<file path="config.mk">
export PLATFORM = sky130hd
export DESIGN_NAME = serial_alu_slt
export DESIGN_NICKNAME = d
export VERILOG_FILES = /design/src/rtl/serial_alu_slt.sv
export SDC_FILE = /design/constraint.sdc
export NUM_CORES = 1
export LEC_CHECK = 0
export CAP_MARGIN = 5
export CORE_UTILIZATION = 45
export CTS_CLUSTER_SIZE = 8
export DETAILED_ROUTE_END_ITERATION = 8
export HOLD_SLACK_MARGIN = 0.1
export PLACE_DENSITY = 0.8
export RECOVER_POWER = 100
export SLEW_MARGIN = 0
export SYNTH_ARGS = -nofsm -noshare
export SYNTH_HDL_FRONTEND = slang
export SYNTH_SLANG_ARGS = --single-unit
</file>
<file path="constraint.sdc">
create_clock -name clk -period 8.7 [get_ports clk]
set_input_delay 0.87 -clock clk [delete_from_list [all_inputs] [get_ports clk]]
set_output_delay 0.87 -clock clk [all_outputs]
set_load 0.02 [all_outputs]
</file>
<file path="src/rtl/serial_alu_slt.sv">
// -----------------------------------------------------------------------------
// serial_alu_slt
//
// Bit-serial ALU. Walks one 1-bit ALU slice across a WIDTH-bit operand pair,
// LSB to MSB, one bit per clock. At the MSB it captures the slice's set, carry
// out and overflow. It then writes the signed less-than value back into
// result[0] for SLT. Operands and control are latched when a start is
// accepted, so the inputs may change freely while an operation runs.
//
// Ports
//   clk          rising-edge clock
//   rst          synchronous active-high reset (aborts any operation)
//   start        request a new operation, sampled only while idle
//   src1, src2   operands A and B (WIDTH bits)
//   ALU_control  [3] A_invert, [2] B_invert, [1:0] op: 00 AND 01 OR 10 ADD 11 SLT
//   result       operation result, held until the next accepted start
//   zero         result == 0
//   cout         carry out of the MSB (arithmetic ops only, else 0)
//   overflow     signed overflow (arithmetic ops only, else 0)
//   busy         high from the cycle after acceptance through the done cycle
//   done         one-cycle pulse; result and flags are valid from then on
// -----------------------------------------------------------------------------
module serial_alu_slt #(
    parameter int WIDTH = 32
) (
    input  logic             clk,
    input  logic             rst,
    input  logic             start,
    input  logic [WIDTH-1:0] src1,
    input  logic [WIDTH-1:0] src2,
    input  logic [3:0]       ALU_control,
    output logic [WIDTH-1:0] result,
    output logic             zero,
    output logic             cout,
    output logic             overflow,
    output logic             busy,
    output logic             done
);

    localparam int IW = (WIDTH > 1) ? $clog2(WIDTH) : 1;
    localparam logic [IW-1:0] LAST_IDX = IW'(WIDTH - 1);

    typedef enum logic [1:0] {
        S_IDLE = 2'd0,
        S_RUN  = 2'd1,
        S_FIX  = 2'd2,
        S_DONE = 2'd3
    } state_t;

    state_t state_q, state_d;

    // Latched operation
    logic [WIDTH-1:0] src1_q, src2_q;
    logic [3:0]       ctrl_q;

    // Serial datapath state
    logic [IW-1:0]    idx_q;
    logic             carry_q;
    logic [WIDTH-1:0] result_q;

    // Values captured at the MSB slice
    logic             set_q;
    logic             ovf_cap_q;
    logic             cout_cap_q;

    // Output flags
    logic             zero_q;
    logic             cout_q;
    logic             overflow_q;

    // Single 1-bit slice evaluated at the current bit index
    logic             a_bit, b_bit, sum_bit, carry_out, res_bit;
    logic             arith_op;
    logic [WIDTH-1:0] fixed_result;

    always_comb begin
        a_bit     = src1_q[idx_q] ^ ctrl_q[3];
        b_bit     = src2_q[idx_q] ^ ctrl_q[2];
        sum_bit   = a_bit ^ b_bit ^ carry_q;
        carry_out = (a_bit & b_bit) | (a_bit & carry_q) | (b_bit & carry_q);
        res_bit   = 1'b0;
        case (ctrl_q[1:0])
            2'b00:   res_bit = a_bit & b_bit;
            2'b01:   res_bit = a_bit | b_bit;
            2'b10:   res_bit = sum_bit;
            default: res_bit = 1'b0;   // SLT: upper bits are zero, bit 0 fixed later
        endcase
    end

    // ADD and SLT both run the adder; only they report cout/overflow.
    assign arith_op = ctrl_q[1];

    // Final result as it will stand after the fix-up cycle. For SLT the sign
    // of the difference corrected by overflow gives the signed less-than.
    always_comb begin
        fixed_result = result_q;
        if (ctrl_q[1:0] == 2'b11) begin
            fixed_result[0] = set_q ^ ovf_cap_q;
        end
    end

    // Next-state logic and status outputs
    always_comb begin
        state_d = state_q;
        busy    = 1'b0;
        done    = 1'b0;
        case (state_q)
            S_IDLE: begin
                if (start) begin
                    state_d = S_RUN;
                end
            end
            S_RUN: begin
                busy = 1'b1;
                if (idx_q == LAST_IDX) begin
                    state_d = S_FIX;
                end
            end
            S_FIX: begin
                busy    = 1'b1;
                state_d = S_DONE;
            end
            S_DONE: begin
                busy    = 1'b1;
                done    = 1'b1;
                state_d = S_IDLE;
            end
            default: state_d = S_IDLE;
        endcase
    end

    always_ff @(posedge clk) begin
        if (rst) begin
            state_q    <= S_IDLE;
            src1_q     <= '0;
            src2_q     <= '0;
            ctrl_q     <= '0;
            idx_q      <= '0;
            carry_q    <= 1'b0;
            result_q   <= '0;
            set_q      <= 1'b0;
            ovf_cap_q  <= 1'b0;
            cout_cap_q <= 1'b0;
            zero_q     <= 1'b0;
            cout_q     <= 1'b0;
            overflow_q <= 1'b0;
        end else begin
            state_q <= state_d;
            case (state_q)
                S_IDLE: begin
                    if (start) begin
                        src1_q     <= src1;
                        src2_q     <= src2;
                        ctrl_q     <= ALU_control;
                        result_q   <= '0;
                        idx_q      <= '0;
                        // Carry-in equals B_invert, turning A + ~B into A - B.
                        carry_q    <= ALU_control[2];
                        zero_q     <= 1'b0;
                        cout_q     <= 1'b0;
                        overflow_q <= 1'b0;
                    end
                end
                S_RUN: begin
                    result_q[idx_q] <= res_bit;
                    carry_q         <= carry_out;
                    idx_q           <= idx_q + 1'b1;
                    if (idx_q == LAST_IDX) begin
                        set_q      <= sum_bit;
                        // Signed overflow: carry into the MSB differs from carry out.
                        ovf_cap_q  <= carry_q ^ carry_out;
                        cout_cap_q <= carry_out;
                    end
                end
                S_FIX: begin
                    result_q   <= fixed_result;
                    zero_q     <= (fixed_result == '0);
                    cout_q     <= arith_op & cout_cap_q;
                    overflow_q <= arith_op & ovf_cap_q;
                end
                default: ;
            endcase
        end
    end

    assign result   = result_q;
    assign zero     = zero_q;
    assign cout     = cout_q;
    assign overflow = overflow_q;

endmodule

</file>
==> impl_metrics.env, run 1 <==
export IMPL_outcome="complete, but fails checks"
export IMPL_violations="DRC, capacitance limit, slew limit"
export IMPL_regToRegEndpoint="result[25]"
export IMPL_wl_per_cell_um=15.8
export IMPL_whs_path_depth=2
export IMPL_yosys_mux_area_fraction_pct=6.77
export IMPL_cp_arrival_ns=5.98
export IMPL_via_per_inst=5.66
export IMPL_synthTopCellsByArea="dfxtp_1 (42%), a21oi_1 (13%), nand2_1 (10%)"
export IMPL_ctsLongestPathBuffers=2
export IMPL_crit_fanout=38
export IMPL_insertion_delay_ns=0.41
export IMPL_hold_viol=0
export IMPL_routed_wl_mm=14.4
export IMPL_syn_nets=771
export IMPL_syn_to_final_growth_pct=28.5
export IMPL_peakVddDrop_v=0.000142
export IMPL_cts_made_buffers=17
export IMPL_cp_slowest_stage_delay_ns=1.73
export IMPL_ctsResizeCount=0
export IMPL_synthTopCellsByCount="nand2_1 (148), a21oi_1 (139), dfxtp_1 (114), nand3_1 (44), mux2i_1 (33)"
export IMPL_synth_simple_gate_area_share_pct=20.4
export IMPL_fp_dieH_um=112
export IMPL_maxSlewViolCount=139
export IMPL_dp_hpwl_mm=9.21
export IMPL_setup_viol=0
export IMPL_drv_cap=3
export IMPL_initial_core_util_pct=46.8
export IMPL_grt_antenna_before_repair=0
export IMPL_dp_slack_ns=4.20
export IMPL_netlist_instances=688
export IMPL_synthFlopType="dfxtp_1"
export IMPL_ys_seq_elements=114
export IMPL_crit_family="simple AND/OR/NAND/NOR gates"
export IMPL_gr_total_overflow=0
export IMPL_drt_pre_antenna_iters=7
export IMPL_dieArea_um2=12500
export IMPL_setup_tns_ns=0
export IMPL_synth_compound_area_share_pct=20.0
export IMPL_grt_max_degree=115
export IMPL_nNetsFinal=837
export IMPL_gp_congestion=0.805
export IMPL_synth_top_family_by_area="simple AND/OR/NAND/NOR gates"
export IMPL_hold_path_class="reg2reg"
export IMPL_cts_sinks=114
export IMPL_yosysMostFrequentCell="nand2_1"
export IMPL_reg2regPathDepth=11
export IMPL_crit_path_start_kind="flip-flop"
export IMPL_max_slew_margin_pct=-78.5
export IMPL_holdBufCountCts=0
export IMPL_static_leakage_power_nw=2.61
export IMPL_crit_buf_inv=0
export IMPL_hold_path_startpoint="src2_q[17]"
export IMPL_drc=5
export IMPL_cp_required_ns=9.02
export IMPL_criticalPathCategory="reg2reg"
export IMPL_cts_tree="built"
export IMPL_fin_ws_ns=3.05
export IMPL_drive_gt1_share_pct=5.48
export IMPL_diodes=0
export IMPL_synth_avg_cell_area_um2=7.89
export IMPL_synth_cell_type_count=45
export IMPL_period_needed_ns=5.65
export IMPL_synth_xor_area_share_pct=0.968
export IMPL_rows=39
export IMPL_core_um2=11600
export IMPL_seq_area_frac_synth_pct=42.0
export IMPL_ios=108
export IMPL_max_freq_mhz=177
export IMPL_post_route_util_pct=60.1
export IMPL_die_w_um=112
export IMPL_track_usage_pct=23.4
export IMPL_post_cts_buffers=0
export IMPL_yosys_area_top_type="dfxtp_1"
export IMPL_crit_path_cell_trace="mux2i_1 > a22oi_1 > nand3_1 > nand4_1 > xor2_1 > fa_1 > mux2_1 > mux2i_1 > nor2_1 > nand3_1 > a21oi_1"
export IMPL_yosys_warnings=0
export IMPL_netlist_area_um2=5430
export IMPL_endpoint_kind="flip-flop"
export IMPL_min_to="src2_q[17]"
export IMPL_async_flop_share_pct=0
export IMPL_synthAdderAreaFrac_pct=2.90
export IMPL_powerDensity_nw_per_um2=274
export IMPL_grt_pass1_vias=4987
export IMPL_vias=5148
export IMPL_synth_edf_count=0
export IMPL_fillers=1019
export IMPL_ff2ff_setup_slack_ns=3.05
export IMPL_rr_startpoint="idx_q[1]"
export IMPL_finalCritPeriodShare_pct=65.0
export IMPL_ant_nets=0
export IMPL_rsz0062_at_grt="no"
export IMPL_grt_pass1_wl_mm=23.3
export IMPL_io_buffers=107
export IMPL_skew_ns=0.00837
export IMPL_worst_pin_slew_ns=2.68
export IMPL_cp_slowest_cell="dfxtp_1"
export IMPL_synthDominantCellAreaShare_pct=42.0
export IMPL_worst_hold_slack_ns=0.455
export IMPL_drt_iter0_markers=316
export IMPL_cts_htree_levels=4
export IMPL_cts_root_buf="clkbuf_16"
export IMPL_path_clk_slew_ns=0.06
area by class of cell:
type	instances	area [µm²]	area share (%)
well taps	143	179	2.56
clock inverters	14	201	2.89
inverters	8	30.0	0.430
clock buffers	18	439	6.29
flip-flops and latches	114	2280	32.7
multi-input cells	503	2760	39.5
repair buffers	110	1090	15.7
flip-flops by register name, indices dropped and copies added, names as in the netlist:
name	count
overflow	1
result	32
cout_cap_q	1
carry_q	1
idx_q	5
ctrl_q	4
set_q	1
src1_q	32
cout	1
ovf_cap_q	1
state_q	2
src2_q	32
zero	1
stage by stage:
step                instances  cell area [µm²]  total power [mW]
finish                    910             6980              1.91
global route              910             6980              2.00
CTS                       909             6990              1.92
detailed placement        877             6350              1.16
global placement          877             6350              1.14
floorplan                 688             5430              1.04
worst max-delay path by stage:
stage,start,slack [ns],to,depth (start not counted)
after floorplan,idx_q[1],5.90,result[31],14
after global placement,start,4.44,result[23],6
after detailed placement,start,4.20,result[2],6
after CTS,idx_q[2],4.40,result[25],11
after global routing,idx_q[1],2.79,result[11],11
final,idx_q[1],3.05,result[25],11
worst min-delay path, delay by kind of cell (launching register included):
family / cells / cell delay [ns]
compound gates: 1 / 0.05
flops: 1 / 0.31
simple gates: 1 / 0.05
cells in the final DEF (no fill, tap or decap), types with 3 or more instances in the layout:
master / count
a22oi_1: 18
clkdlybuf4s50_1: 68
and2_1: 6
nand4_1: 4
nor3_1: 4
bufinv_16: 4
o21ai_0: 11
mux2i_1: 34
dlygate4sd3_1: 38
dfxtp_1: 114
clkbuf_16: 17
xnor2_1: 3
ha_1: 11
inv_6: 4
nand2_1: 147
xor2_1: 3
clkinv_4: 3
nand3_1: 44
a21oi_1: 139
o21ai_1: 23
inv_1: 8
nor2_1: 19
nor2b_1: 7
nor4_1: 8
routing by layer:
layer  vias up  GRT usage (%)  part of all wire (%)  wire [µm]
li1       2499              -                     -          -
met2       234           38.3                    48       6880
met5         -              0                     0          0
met3        51           5.33                   6.6        946
met1      2364           28.2                    42       6080
met4         0           13.2                   3.3        471
kinds of logic after synthesis:
logic type | Yosys count
flip-flops | 114
XOR/XNOR | 6
adder cells (fa/ha/maj) | 12
buffers and inverters | 71
multiplexers | 35
AO/OA/AOI/OAI | 200
AND/OR/NAND/NOR | 250
power breakdown:
part,switching [mW],internal (mW)
clock network,0.262,0.491
logic,0.329,0.189
registers,0.0508,0.590
total,0.642,1.27
Power figures use the tool's default switching activity.
==> run 2: changes to the inputs <==
==> constraint.sdc (replaced) <==
create_clock -name clk -period 5.7 [get_ports clk]
set_input_delay 0.57 -clock clk [delete_from_list [all_inputs] [get_ports clk]]
set_output_delay 0.57 -clock clk [all_outputs]
set_load 0.02 [all_outputs]
==> run 2 against run 1 <==
The flow still finishes with violations (DRC, capacitance limit, slew limit); critical path type unchanged; core utilization shrank 0.82 points; global-route usage fell by 0.37 points; final area down 1.4%; first-iteration DRC count is 23% higher.
==> impl_metrics.env, run 2 (synthesized netlist as in run 1, its figures left out) <==
export IMPL_vias=5158
export IMPL_max_slew_margin_pct=-40.1
export IMPL_initial_core_util_pct=46.8
export IMPL_grt_pass1_wl_mm=23.3
export IMPL_max_freq_mhz=236
export IMPL_peakVddDrop_v=0.000209
export IMPL_whs_path_depth=2
export IMPL_criticalPathCategory="reg2reg"
export IMPL_crit_path_start_kind="flip-flop"
export IMPL_gp_congestion=0.797
export IMPL_die_w_um=112
export IMPL_post_cts_buffers=0
export IMPL_io_buffers=107
export IMPL_track_usage_pct=23.0
export IMPL_layout_common_cells="nand2_1 (148), a21oi_1 (140), dfxtp_1 (113)"
export IMPL_ctsLongestPathBuffers=2
export IMPL_maxSlewViolCount=117
export IMPL_cp_depth=11
export IMPL_ctsResizeCount=0
export IMPL_mostFrequentLayoutCell="nand2_1"
export IMPL_crit_family="simple AND/OR/NAND/NOR gates"
export IMPL_cp_required_ns=6.02
export IMPL_dp_hpwl_mm=9.37
export IMPL_ant_nets=0
export IMPL_hold_path_class="reg2reg"
export IMPL_cts_htree_levels=4
export IMPL_worst_pin_slew_ns=2.10
export IMPL_endpoint_kind="flip-flop"
export IMPL_cts_tree="built"
export IMPL_violations="DRC, capacitance limit, slew limit"
export IMPL_grt_antenna_before_repair=0
export IMPL_drt_iter0_markers=389
export IMPL_post_route_util_pct=59.3
export IMPL_drc=5
export IMPL_crit_buf_inv=0
export IMPL_power_mw=2.75
export IMPL_fp_dieH_um=112
export IMPL_crit_path_cell_trace="nor2b_1 > a22oi_1 > nand3_1 > nand4_1 > xor2_1 > fa_1 > mux2_1 > mux2i_1 > nor2_2 > nand3_1 > a21oi_1"
export IMPL_crit_top_cell="nand3_1"
export IMPL_reg2regPathDepth=11
export IMPL_outcome="complete, but fails checks"
export IMPL_hold_viol=0
export IMPL_rsz0062_at_grt="no"
export IMPL_grt_pass1_vias=5083
export IMPL_gr_total_overflow=0
export IMPL_static_leakage_power_nw=2.56
export IMPL_nNetsFinal=836
export IMPL_cp_arrival_ns=4.55
export IMPL_via_per_inst=5.67
export IMPL_rows=39
export IMPL_wl_per_cell_um=15.5
export IMPL_drive_gt1_share_pct=5.35
export IMPL_core_um2=11600
export IMPL_period_needed_ns=4.23
export IMPL_diodes=0
export IMPL_drt_pre_antenna_iters=8
export IMPL_dieArea_um2=12500
export IMPL_skew_ns=0.00567
export IMPL_finalCritPeriodShare_pct=74.2
export IMPL_cts_sinks=114
export IMPL_grt_max_degree=115
export IMPL_setup_viol=0
export IMPL_powerDensity_nw_per_um2=400
export IMPL_path_clk_slew_ns=0.05
export IMPL_holdBufCountCts=0
export IMPL_cts_root_buf="clkbuf_16"
export IMPL_setup_tns_ns=0
export IMPL_drv_cap=2
export IMPL_cp_slowest_cell="nor2_2"
export IMPL_cts_made_buffers=17
export IMPL_cp_slowest_stage_delay_ns=0.90
export IMPL_insertion_delay_ns=0.41
export IMPL_crit_fanout=30
export IMPL_syn_to_final_growth_pct=26.8
export IMPL_routed_wl_mm=14.1
export IMPL_ios=108
==> run 2: path summary, 6_finish.rpt <==
check	from	to	slack, ns
min reg2reg	src2_q[15]	src2_q[15]	0.45
max reg2reg	idx_q[2]	result[4]	1.47
min	src2_q[15]	src2_q[15]	0.45
max	idx_q[2]	result[4]	1.47
==> run 2: layout make-up <==
class | count | area, µm²
well taps | 143 | 179
flip-flops and latches | 114 | 2280
multi-input cells | 503 | 2740
repair buffers | 109 | 1080
fillers | 1038 | 4730
clock buffers | 18 | 439
inverters | 8 | 30.0
clock inverters | 14 | 131
==> run 2: layer usage <==
metal	vias to the layer above	global-route usage [%]	share of wire, %
li1	2506	-	-
met1	2352	27.6	41
met2	252	38.0	48
met3	48	5.28	7.6
met4	0	12.6	2.8
met5	-	0	0
==> run 2: per-stage QoR <==
stage	instances	area [µm²]	worst slack (ns)	hold WS [ns]
after CTS	909	6920	1.56	0.455
final	909	6890	1.47	0.453
after detailed placement	877	6350	1.60	0.448
after floorplan	688	5430	2.90	0.436
after global routing	909	6890	1.19	0.473
after global placement	877	6350	1.73	0.442
==> run 2: worst min-delay path: stages, from the launching register on <==
cell     delay [ns]
dfxtp_1        0.30
nand2_1        0.05
a21oi_1        0.05
==> run 2: where the power goes <==
group / switching [mW] / internal [mW] / total [mW]
Combinational: 0.497 / 0.271 / 0.768
Sequential: 0.0765 / 0.900 / 0.977
Clock: 0.395 / 0.615 / 1.01
